--- config.mk ---
export PLATFORM = sky130hd
export DESIGN_NAME = card_dealer
export DESIGN_NICKNAME = d
export VERILOG_FILES = /design/src/rtl/card_pkg.sv /design/src/rtl/card_decode.sv /design/src/rtl/card_dealer.sv
export SDC_FILE = /design/constraint.sdc
export NUM_CORES = 1
export LEC_CHECK = 0
export ABC_CLOCK_PERIOD_IN_PS = 6550
export BUFFER_PORTS_ARGS = -buffer_cell sky130_fd_sc_hd__buf_4
export CAP_MARGIN = 10
export CORE_ASPECT_RATIO = 1.5
export CORE_MARGIN = 4
export CORE_UTILIZATION = 55
export DETAILED_ROUTE_END_ITERATION = 8
export GPL_ROUTABILITY_DRIVEN = 0
export GPL_TIMING_DRIVEN = 0
export PLACE_DENSITY = 0.72
export SLEW_MARGIN = 20
export SYNTH_ARGS = -nofsm -noshare
export SYNTH_HDL_FRONTEND = slang
export SYNTH_HIERARCHICAL = 1
export SYNTH_SLANG_ARGS = --single-unit
--- constraint.sdc ---
create_clock -name clk -period 6.55 [get_ports clk]
set_clock_uncertainty 0.1 [all_clocks]
set_input_delay 0 -clock clk [delete_from_list [all_inputs] [get_ports clk]]
set_output_delay 0 -clock clk [all_outputs]
set_load 0.005 [all_outputs]
--- src/rtl/card_pkg.sv ---
`default_nettype none
// ============================================================================
//  Module      : card_pkg
//  Description : Shared constants for the card dealer and card decode logic:
//                deck geometry, blackjack point values and the dealer FSM
//                state encoding.
//  Revision    : 1.0 - initial release
// ============================================================================
package card_pkg;

  // Deck geometry
  localparam int DECK_SIZE      = 52;
  localparam int CARD_W         = 6;
  localparam int RANKS_PER_SUIT = 13;

  // Blackjack point values
  localparam int ACE_POINTS     = 11;
  localparam int FACE_POINTS    = 10;

  // Dealer FSM state encoding
  localparam logic [1:0] ST_IDLE  = 2'd0;
  localparam logic [1:0] ST_LOAD  = 2'd1;
  localparam logic [1:0] ST_READY = 2'd2;
  localparam logic [1:0] ST_EMPTY = 2'd3;

endpackage
`default_nettype wire

--- src/rtl/card_decode.sv ---
`default_nettype none
// ============================================================================
//  Module      : card_decode
//  Description : Combinational card decoder. Splits a card code (0..51) into
//                suit (code / 13), rank (code % 13 + 1, Ace=1..King=13) and
//                blackjack points (Ace=11, 2..10 face value, J/Q/K=10).
//                Shared between the dealer and the hand-scoring logic.
//  Ports       : card   in  CARD_W  card code
//                rank   out 4       1=Ace .. 13=King
//                points out 4       blackjack points
//                suit   out 2       0..3
//  Revision    : 1.0 - initial release
// ============================================================================
module card_decode
  import card_pkg::*;
(
  input  logic [CARD_W-1:0] card,
  output logic [3:0]        rank,
  output logic [3:0]        points,
  output logic [1:0]        suit
);

  // First card code of the decoded suit; subtracting it yields rank-1.
  logic [CARD_W-1:0] suit_base;

  // Division by 13 is replaced by three threshold compares.
  always_comb begin
    suit      = 2'd3;
    suit_base = CARD_W'(3 * RANKS_PER_SUIT);
    if (card < CARD_W'(RANKS_PER_SUIT)) begin
      suit      = 2'd0;
      suit_base = '0;
    end else if (card < CARD_W'(2 * RANKS_PER_SUIT)) begin
      suit      = 2'd1;
      suit_base = CARD_W'(RANKS_PER_SUIT);
    end else if (card < CARD_W'(3 * RANKS_PER_SUIT)) begin
      suit      = 2'd2;
      suit_base = CARD_W'(2 * RANKS_PER_SUIT);
    end

    rank = 4'(card - suit_base + CARD_W'(1));

    if (rank == 4'd1) begin
      points = 4'(ACE_POINTS);
    end else if (rank > 4'd10) begin
      points = 4'(FACE_POINTS);
    end else begin
      points = rank;
    end
  end

endmodule
`default_nettype wire

--- src/rtl/card_dealer.sv ---
`default_nettype none
// ============================================================================
//  Module      : card_dealer
//  Description : Downstream stage of the deck shuffler. On start it requests
//                a shuffle, captures the card stream into a local deck
//                buffer, then serves one card per deal request, decoded into
//                rank and blackjack points. Tracks remaining cards and flags
//                a low deck so the controller can trigger a reshuffle.
//  Ports       : clk          in   system clock, rising edge
//                rst          in   asynchronous reset, active low
//                start        in   pulse: begin a new shuffle/load
//                card_valid   in   strobe per card from the shuffler
//                card_in      in   card code, valid with card_valid
//                deal_req     in   request one card (may be held)
//                shuffle_req  out  shuffler request, high while loading
//                deck_ready   out  deck loaded and not empty
//                deal_valid   out  strobe, dealt card outputs valid
//                deal_card    out  dealt card code
//                deal_rank    out  1=Ace .. 13=King
//                deal_points  out  Ace=11, 2..10, J/Q/K=10
//                cards_left   out  undealt cards remaining
//                low_deck     out  cards_left <= LOW_THRESH while ready
//                load_err     out  sticky invalid/duplicate card flag
//                empty_err    out  pulse: deal request with no cards left
//  Options     : DEAL_DUP_CHECK_EN - when defined, duplicate cards within a
//                load are discarded and flagged; the load completes only
//                after DECK_SIZE unique cards.
//  Revision    : 1.0 - initial release
// ============================================================================
module card_dealer
  import card_pkg::*;
#(
  parameter int LOW_THRESH = 15
) (
  input  logic              clk,
  input  logic              rst,
  input  logic              start,
  input  logic              card_valid,
  input  logic [CARD_W-1:0] card_in,
  input  logic              deal_req,
  output logic              shuffle_req,
  output logic              deck_ready,
  output logic              deal_valid,
  output logic [CARD_W-1:0] deal_card,
  output logic [3:0]        deal_rank,
  output logic [3:0]        deal_points,
  output logic [5:0]        cards_left,
  output logic              low_deck,
  output logic              load_err,
  output logic              empty_err
);

  localparam int PTR_W = $clog2(DECK_SIZE);

  // --------------------------------------------------------------------------
  // State
  // --------------------------------------------------------------------------
  logic [1:0]       state_q,       state_d;
  logic [PTR_W-1:0] wr_ptr_q,      wr_ptr_d;
  logic [PTR_W-1:0] rd_ptr_q,      rd_ptr_d;
  logic [5:0]       cards_left_q,  cards_left_d;
  logic             deal_valid_q,  deal_valid_d;
  logic [1:0]       deal_suit_q,   deal_suit_d;
  logic [3:0]       deal_rank_q,   deal_rank_d;
  logic [3:0]       deal_points_q, deal_points_d;
  logic             load_err_q,    load_err_d;
  logic             empty_err_q,   empty_err_d;
`ifdef DEAL_DUP_CHECK_EN
  logic [DECK_SIZE-1:0] seen_q,    seen_d;
`endif

  // Deck buffer; contents are don't-care until written, so it has no reset.
  logic [CARD_W-1:0] deck_mem [DECK_SIZE];
  logic              mem_we;

  logic              card_ok;
  logic              start_load;
  logic [3:0]        dec_rank;
  logic [3:0]        dec_points;
  logic [1:0]        dec_suit;

  assign card_ok = (card_in < CARD_W'(DECK_SIZE));

  // Decode the card at the head of the deck so it is ready when dealt.
  card_decode u_card_decode (
    .card   (deck_mem[rd_ptr_q]),
    .rank   (dec_rank),
    .points (dec_points),
    .suit   (dec_suit)
  );

  // --------------------------------------------------------------------------
  // Next-state logic
  // --------------------------------------------------------------------------
  always_comb begin
    state_d       = state_q;
    wr_ptr_d      = wr_ptr_q;
    rd_ptr_d      = rd_ptr_q;
    cards_left_d  = cards_left_q;
    deal_valid_d  = 1'b0;
    deal_suit_d   = deal_suit_q;
    deal_rank_d   = deal_rank_q;
    deal_points_d = deal_points_q;
    load_err_d    = load_err_q;
    empty_err_d   = 1'b0;
    mem_we        = 1'b0;
    start_load    = 1'b0;
`ifdef DEAL_DUP_CHECK_EN
    seen_d        = seen_q;
`endif

    case (state_q)
      ST_IDLE: begin
        start_load = start;
      end

      // start and deal_req are deliberately not looked at while loading.
      ST_LOAD: begin
        if (card_valid) begin
          if (!card_ok) begin
            load_err_d = 1'b1;
`ifdef DEAL_DUP_CHECK_EN
          end else if (seen_q[card_in]) begin
            load_err_d = 1'b1;
`endif
          end else begin
            mem_we   = 1'b1;
            wr_ptr_d = wr_ptr_q + PTR_W'(1);
`ifdef DEAL_DUP_CHECK_EN
            seen_d[card_in] = 1'b1;
`endif
            if (wr_ptr_q == PTR_W'(DECK_SIZE - 1)) begin
              state_d      = ST_READY;
              wr_ptr_d     = '0;
              rd_ptr_d     = '0;
              cards_left_d = 6'(DECK_SIZE);
            end
          end
        end
      end

      // start has priority over deal_req: a reshuffle drops the remaining
      // cards without dealing one.
      ST_READY: begin
        if (start) begin
          start_load = 1'b1;
        end else if (deal_req) begin
          deal_valid_d  = 1'b1;
          deal_suit_d   = dec_suit;
          deal_rank_d   = dec_rank;
          deal_points_d = dec_points;
          rd_ptr_d      = rd_ptr_q + PTR_W'(1);
          cards_left_d  = cards_left_q - 6'd1;
          if (cards_left_q == 6'd1) begin
            state_d = ST_EMPTY;
          end
        end
      end

      ST_EMPTY: begin
        if (start) begin
          start_load = 1'b1;
        end else if (deal_req) begin
          empty_err_d = 1'b1;
        end
      end

      default: begin
        state_d = ST_IDLE;
      end
    endcase

    if (start_load) begin
      state_d      = ST_LOAD;
      wr_ptr_d     = '0;
      rd_ptr_d     = '0;
      cards_left_d = '0;
      load_err_d   = 1'b0;
`ifdef DEAL_DUP_CHECK_EN
      seen_d       = '0;
`endif
    end
  end

  // --------------------------------------------------------------------------
  // Registers
  // --------------------------------------------------------------------------
  always_ff @(posedge clk or negedge rst) begin
    if (!rst) begin
      state_q       <= ST_IDLE;
      wr_ptr_q      <= '0;
      rd_ptr_q      <= '0;
      cards_left_q  <= '0;
      deal_valid_q  <= 1'b0;
      deal_suit_q   <= '0;
      deal_rank_q   <= '0;
      deal_points_q <= '0;
      load_err_q    <= 1'b0;
      empty_err_q   <= 1'b0;
`ifdef DEAL_DUP_CHECK_EN
      seen_q        <= '0;
`endif
    end else begin
      state_q       <= state_d;
      wr_ptr_q      <= wr_ptr_d;
      rd_ptr_q      <= rd_ptr_d;
      cards_left_q  <= cards_left_d;
      deal_valid_q  <= deal_valid_d;
      deal_suit_q   <= deal_suit_d;
      deal_rank_q   <= deal_rank_d;
      deal_points_q <= deal_points_d;
      load_err_q    <= load_err_d;
      empty_err_q   <= empty_err_d;
`ifdef DEAL_DUP_CHECK_EN
      seen_q        <= seen_d;
`endif
    end
  end

  always_ff @(posedge clk) begin
    if (mem_we) begin
      deck_mem[wr_ptr_q] <= card_in;
    end
  end

  // --------------------------------------------------------------------------
  // Outputs
  // --------------------------------------------------------------------------
  assign shuffle_req = (state_q == ST_LOAD);
  assign deck_ready  = (state_q == ST_READY);
  assign low_deck    = (state_q == ST_READY) &&
                       (cards_left_q <= 6'(LOW_THRESH));
  assign cards_left  = cards_left_q;
  assign deal_valid  = deal_valid_q;
  assign deal_rank   = deal_rank_q;
  assign deal_points = deal_points_q;
  assign load_err    = load_err_q;
  assign empty_err   = empty_err_q;

  // Only suit and rank of the last dealt card are held; the card code is
  // rebuilt from them. Rank 0 only occurs before the first deal, where the
  // code must read as 0.
  assign deal_card = (deal_rank_q == 4'd0) ? '0 :
                     CARD_W'(deal_suit_q) * CARD_W'(RANKS_PER_SUIT) +
                     CARD_W'(deal_rank_q) - CARD_W'(1);

endmodule
`default_nettype wire

; After elaboration in Yosys (flattened, before gate mapping)
; Memories as Yosys holds them, arrays and structs flattened.
; Index checks and enable logic that the tools add are counted.
[totals]
reg_bits = 33
ram_bits = 312
in_bits = 11
out_inout_bits = 26
n_memories = 1
[classes]
n_addsub = 7
multipliers = 1
magnitude_cmp = 6
eq_ne = 13
muxes = 51
n_bitwise = 1
n_reduce_logical = 13
[memory_table]
columns = name, words, width, rd, rd_clocked_by_memory_dff, write_ports, line
row1 = deck_mem, 52, 6, 1, 0, 1, card_dealer.sv:73  ; logic [CARD_W-1:0] deck_mem [DECK_SIZE];
[op_table]
columns = cell, count
row1 = 2-to-1 mux 6 bit, 18
row2 = case mux 6 bit (2 select lines), 2
row3 = 2-to-1 mux 4 bit, 5
row4 = 2-to-1 mux 2 bit, 9
row5 = 2-to-1 mux 1 bit, 15
row6 = "adder 6 x 1 -> 6 bit, second input constant", 2
row7 = "< comparator 6 bit, second input constant", 2
row8 = "subtractor 6 x 1 -> 6 bit, second input constant", 2
row9 = "inequality test 3 x 1 -> 1 bit, second input constant", 3
row10 = "inequality test 3 x 2 -> 1 bit, second input constant", 3
row11 = AND reduction 3 bit, 3
row12 = AND reduction 7 bit, 1
row13 = adder 6 x 4 -> 6 bit, 1
row14 = "== test 6 x 1 -> 1 bit, second input constant", 1
row15 = "== test 6 bit, second input constant", 1
row16 = "<= comparator 6 x 4 -> 1 bit, second input constant", 1
row17 = "< comparator 6 x 4 -> 1 bit, second input constant", 1
row18 = "< comparator 6 x 5 -> 1 bit, second input constant", 1
row19 = "multiplier 2 x 4 -> 6 bit, second input constant", 1
row20 = AND reduction 6 bit, 1
row21 = nonzero test 2 bit, 3
row22 = "adder 4 x 1 -> 4 bit, second input constant", 1
row23 = "== test 2 bit, second input constant", 2
row24 = "== test 4 x 1 -> 1 bit, second input constant", 1
row25 = other kinds (12), 12

; Longest topological paths before layout
; An unclocked memory read counts as a cell.
[logic_depth]
depth_word = 10
ltp_mapped = 23
depth_no_buf = 18

; Hierarchy
; The synthesis kept the hierarchy.
[by_module_without_submodules]
columns = module, instances, cells_per_inst, area_per_inst_um2, seq_area_each_um2
row1 = card_dealer, 1, 820, 14232.4, 10194.8
row2 = card_decode, 1, 34, 237.7, 0.0

; Worst setup path after synthesis
; OpenSTA, ideal clock, no wires.
[synth_timing]
kind = reg-to-reg
startpoint = reg rd_ptr_q[0]
endpoint = reg deal_points_q[1], in the netlist deal_points[1]
setup_ns = 0.125
arrival_ns = 4.360
path_slack_ns = 1.965
path_stages_with_launch = 19
n_path_buf = 3
synth_period_minus_slack_ns = 4.585
path_cell_list = dfrtp_1 > buf_6 > buf_6 > buf_2 > mux4_2 > a211oi_1 > o21ai_0 > a22o_1 > nor2b_1 > a21oi_1 > o21ai_0 > a222oi_1 > ha_1 > fa_1 > xor2_1 > xnor2_1 > xnor2_1 > o211ai_1 > mux2_2
[synth_via]
elab_chain_len = 10
elab_cells_between_ends = 13
cone_classes = add/sub: 2 / order compare: 4 / eq/ne: 1 / mux: 5 / memory: 1
[synth_rtl]
columns = element, line
row1 = from (decl), card_dealer.sv:60  ; logic [PTR_W-1:0] rd_ptr_q, rd_ptr_d;
row2 = from (signal assigned), card_dealer.sv:206  ; rd_ptr_q <= rd_ptr_d;
row3 = memory (52 x 6 bit) *, --
row4 = < comparator 6 bit, card_decode.sv:36  ; end else if (card < CARD_W'(3 * RANKS_PER_SUIT)) begin
row5 = 2-to-1 mux 4 bit, card_decode.sv:36
row6 = 2-to-1 mux 4 bit, card_decode.sv:33  ; end else if (card < CARD_W'(2 * RANKS_PER_SUIT)) begin
row7 = 2-to-1 mux 4 bit, card_decode.sv:30  ; if (card < CARD_W'(RANKS_PER_SUIT)) begin
row8 = subtractor 4 bit *, card_decode.sv:41  ; rank = 4'(card - suit_base + CARD_W'(1));
row9 = adder 4 x 1 -> 4 bit *, card_decode.sv:41
row10 = > comparator 4 bit, card_decode.sv:45  ; end else if (rank > 4'd10) begin
row11 = 2-to-1 mux 4 bit, card_decode.sv:45
row12 = 2-to-1 mux 4 bit *, card_decode.sv:43  ; if (rank == 4'd1) begin
row13 = named net dec_points[1], card_dealer.sv:79  ; logic [3:0] dec_points;
row14 = to (signal assigned), card_dealer.sv:211  ; deal_points_q <= deal_points_d;
row15 = to (decl), card_dealer.sv:65  ; logic [3:0] deal_points_q, deal_points_d;
; Mark *: on every way through the listed nets, which the timed path passes. The rest lies on a longest branch.
; A chain may end at the register's enable or synchronous reset.

; Worst setup path in the final report
; Ends and elaborated chain as after synthesis.

==> results.yml <==
hold_path:
  hp-class: "in -> reg"
clock_network:
  worstSkewPairLatency_ps: 560
  htreeDepth: 1
  cts_tree: "yes"
  clock_path_buffers: 3
  clkSlewWorstSetupHoldPaths_ps: 70
  post_cts_buffers: 0
  ctsResizeCount: 0
  cts_buffers: 31
  cts.sinks: 345
  cts_root_buf: "clkbuf_16"
sta:
  worst_pin_slew_ps: 692.7
  rsz0062_at_grt: "no"
  timing.slew.headroom: 0.5382
  hold_viol_final: 0
  finalCritPeriodShare: 0.8492
  finalMaxSlewViolations: 0
  clock.fmax_mhz: 179.8
  setup-tns-final_ps: 0
  min_period_ps: 5562
  setup_viol_count_final: 0
layout:
  syn2layout_area_growth_pct: 12.59
  fin_util: 0.6301
  nNetsFinal: 969
  stdcell_count: 1290
  diodes: 0
  fin_area_mm2: 0.01629
  drive_gt1_frac: 0.1870
  nFillCells: 1823
yosys:
  syn_nets: 888
  syn-mean-instance-area_um2: 16.94
  ys_ff_latch: 345
  synth_top_flop_cell: "edfxtp_1"
  synth_edf_count: 312
  netlist-cell-type-count: 54
  ys_seq_area_frac: 0.7045
  async_flop_share: 0.09565
  syn_area_mm2: 0.01447
  yosysWarningCount: 6
  synthesis.instances: 854
setup_path:
  r2r_slack_ps: 990
  critPathTopFamily: "compound AO/OA/AOI/OAI gates"
  worstPathArrival_ps: 5900
  max_stage_delay_ps: 540
  path_common_cell: "buf_6"
  crit_type: "reg -> reg"
  cp-endpoint: "deal_points[1]"
  r2r_start: "rd_ptr_q[0]"
  crit_path_start: "rd_ptr_q[0]"
  worst-path-max-fanout: 10
  reg2reg_depth: 21
  timing.critical_path.required_ps: 6890
  end_kind: "flop"
  crit_chain: "buf_6, buf_6, buf_6, buf_6, buf_4, mux2i_1, o22ai_1, a211oi_1, o21ai_0, a22o_1, nor2b_1, a21oi_1, o21ai_0, a222oi_1, ha_1, fa_1, xor2_1, xnor2_1, xnor2_1, o211ai_1, mux2_2"
  cp_num_buf_inv: 5
  cp_num_cells: 21
  cp-start-kind: "flop"
  rr_endpoint: "deal_points[1]"
  cp_slowest_cell: "a222oi_1"
floorplanning:
  initial_core_util: 0.5597
  die_x_um: 140.4
  ios: 37
  core_area_mm2: 0.02585
  num_rows: 72
  die-area_mm2: 0.02902
  dieHeight_um: 206.7
drt:
  drtIter0Drc: 617
  viasPerCell: 6.070
  route.detailed.wl_per_inst_um: 24.33
  drc: 0
  drt-pass1-iter-count: 5
  wirelength_um: 31390
  route.antenna.remaining_nets: 0
  via_count: 7830
global_routing:
  grt_max_degree: 54
  grt_pass1_wl_um: 48590
  grt.overflow.total: 0
  grt_usage: 0.2226
  antenna_found_initial: 0
  grt_pass1_vias: 8083
placed_design:
  dp_hpwl_um: 21090
  port_buffers: 36
  dpl_cell_area_mm2: 0.01516
  dp_cells: 1223
pwr:
  peakVddDrop_mv: 0.3830
  p_leak_nw: 5.377
  p_per_area_mw_per_mm2: 363.0
job:
  cap_violations: 0
run_status:
  status: "finished, final reports clean"
-- final cells by class --
cell class / count / area (um2) / share of cell area
inverter: 23 / 86.33 / 0.005299
tap: 333 / 416.7 / 0.02557
timing repair buffer: 48 / 400.4 / 0.02458
clock inverter: 21 / 211.5 / 0.01298
buffer: 48 / 252.7 / 0.01551
multi-input combinational: 438 / 3943 / 0.2420
sequential: 345 / 10190 / 0.6258
clock buffer: 34 / 787.0 / 0.04831
-- worst reg2reg max path, stage by stage (launching register included) --
cell	delay, ps
dfrtp_1	420
buf_6	170
buf_6	190
buf_6	210
buf_6	190
buf_4	270
mux2i_1	250
o22ai_1	120
a211oi_1	220
o21ai_0	260
a22o_1	340
nor2b_1	170
a21oi_1	140
o21ai_0	90
a222oi_1	540
ha_1	360
fa_1	380
xor2_1	160
xnor2_1	130
xnor2_1	340
o211ai_1	130
mux2_2	270
-- cells in the mapped netlist (all sizes together), types with 5 or more instances --
cell type,count,area share
inv,22,0.0057
xor2,5,0.0030
edfxtp,312,0.65
mux2,8,0.0062
buf,28,0.012
a22o,10,0.0061
clkbuf,20,0.0052
ha,19,0.016
nand3b,5,0.0026
xnor2,6,0.0036
nor2,79,0.020
o21ai,31,0.011
mux4,61,0.095
o22ai,5,0.0022
nand2,24,0.0062
a21oi,28,0.0097
o221ai,5,0.0030
o31ai,9,0.0047
mux2i,47,0.033
dfrtp,33,0.057
a211oi,10,0.0052
nand3,14,0.0048
nor2b,15,0.0065
a221oi,6,0.0036
a211o,5,0.0030
-- report_power, final --
group	total (W)	internal (W)	leakage, nW	switching, W
clock network	0.00178	0.00102	0.480	0.000763
registers	0.00254	0.00247	3.23	0.0000704
logic	0.00159	0.000740	1.67	0.000852
total	0.00591	0.00423	5.38	0.00169
-- cell usage in the layout, fill, tap and decap left out, types with 6 or more instances in the layout --
cell type,instances
clkbuf_16,31
nand3_1,14
nor2_1,79
clkinv_2,6
a211oi_1,10
dlygate4sd3_1,11
mux2i_1,47
dfrtp_1,33
nor2b_1,15
inv_1,22
a21oi_1,28
ha_1,19
clkbuf_1,23
edfxtp_1,312
xnor2_1,6
mux2_2,8
mux4_2,61
a221oi_1,6
clkinv_1,7
nand2_1,24
a22o_1,10
o21ai_0,30
o31ai_1,9
buf_4,41
buf_2,13
-- metrics by stage --
step                      total power [W]  hold WS [ps]  setup WS [ps]
after global placement           0.004148        -128.3           1068
after CTS                        0.005954         44.81          985.0
after floorplan                  0.003615        -395.6           1965
after global routing             0.006221         161.1          574.4
final                            0.005914         64.36          987.6
after detailed placement         0.004180        -121.5           1020
-- metal layers --
layer  share of wire  up-vias  global-route usage  routed length [um]
li1                -     3512                   -                   -
met1            0.37     3965              0.2687               11490
met2            0.54      275              0.4079               16810
met3           0.059       78             0.02720                1848
met4           0.039        0             0.08830                1237
met5               0        -                   0                   0
-- state kept, by name, indices dropped and copies added (netlist names) --
register	count
deal_valid	1
deal_rank	4
state_q	2
cards_left	6
deal_suit_q	2
load_err	1
deck_mem	312
deal_points	4
empty_err	1
wr_ptr_q	6
rd_ptr_q	6
-- repair_timing --
item	CTS	global route
endpoints found under the hold margin	349	0
endpoints found under the setup margin	0	0
hold buffers	12	0
-- kinds of logic after synthesis --
| group | share of synthesized area |
|---|---|
| muxes | 0.1337 |
| DFF | 0.7045 |
| and+or+nand+nor | 0.05067 |
| adders and majority gates | 0.02196 |
| buffers and inverters | 0.02343 |
| xor gates and xnor gates | 0.006658 |
| AOI/OAI and AO/OA | 0.05906 |
-- worst min-delay path by stage --
stage	from	to	slack, ps	cells after the start
floorplan	rst	cards_left[0]	-400	0
global placement	rst	cards_left[4]	-130	1
detailed placement	rst	cards_left[4]	-120	1
CTS	deal_req	cards_left[4]	40	6
global route	deal_req	deal_points[2]	160	4
finish	deal_req	cards_left[4]	60	6
No activity file was read; power rests on OpenSTA's default activity.
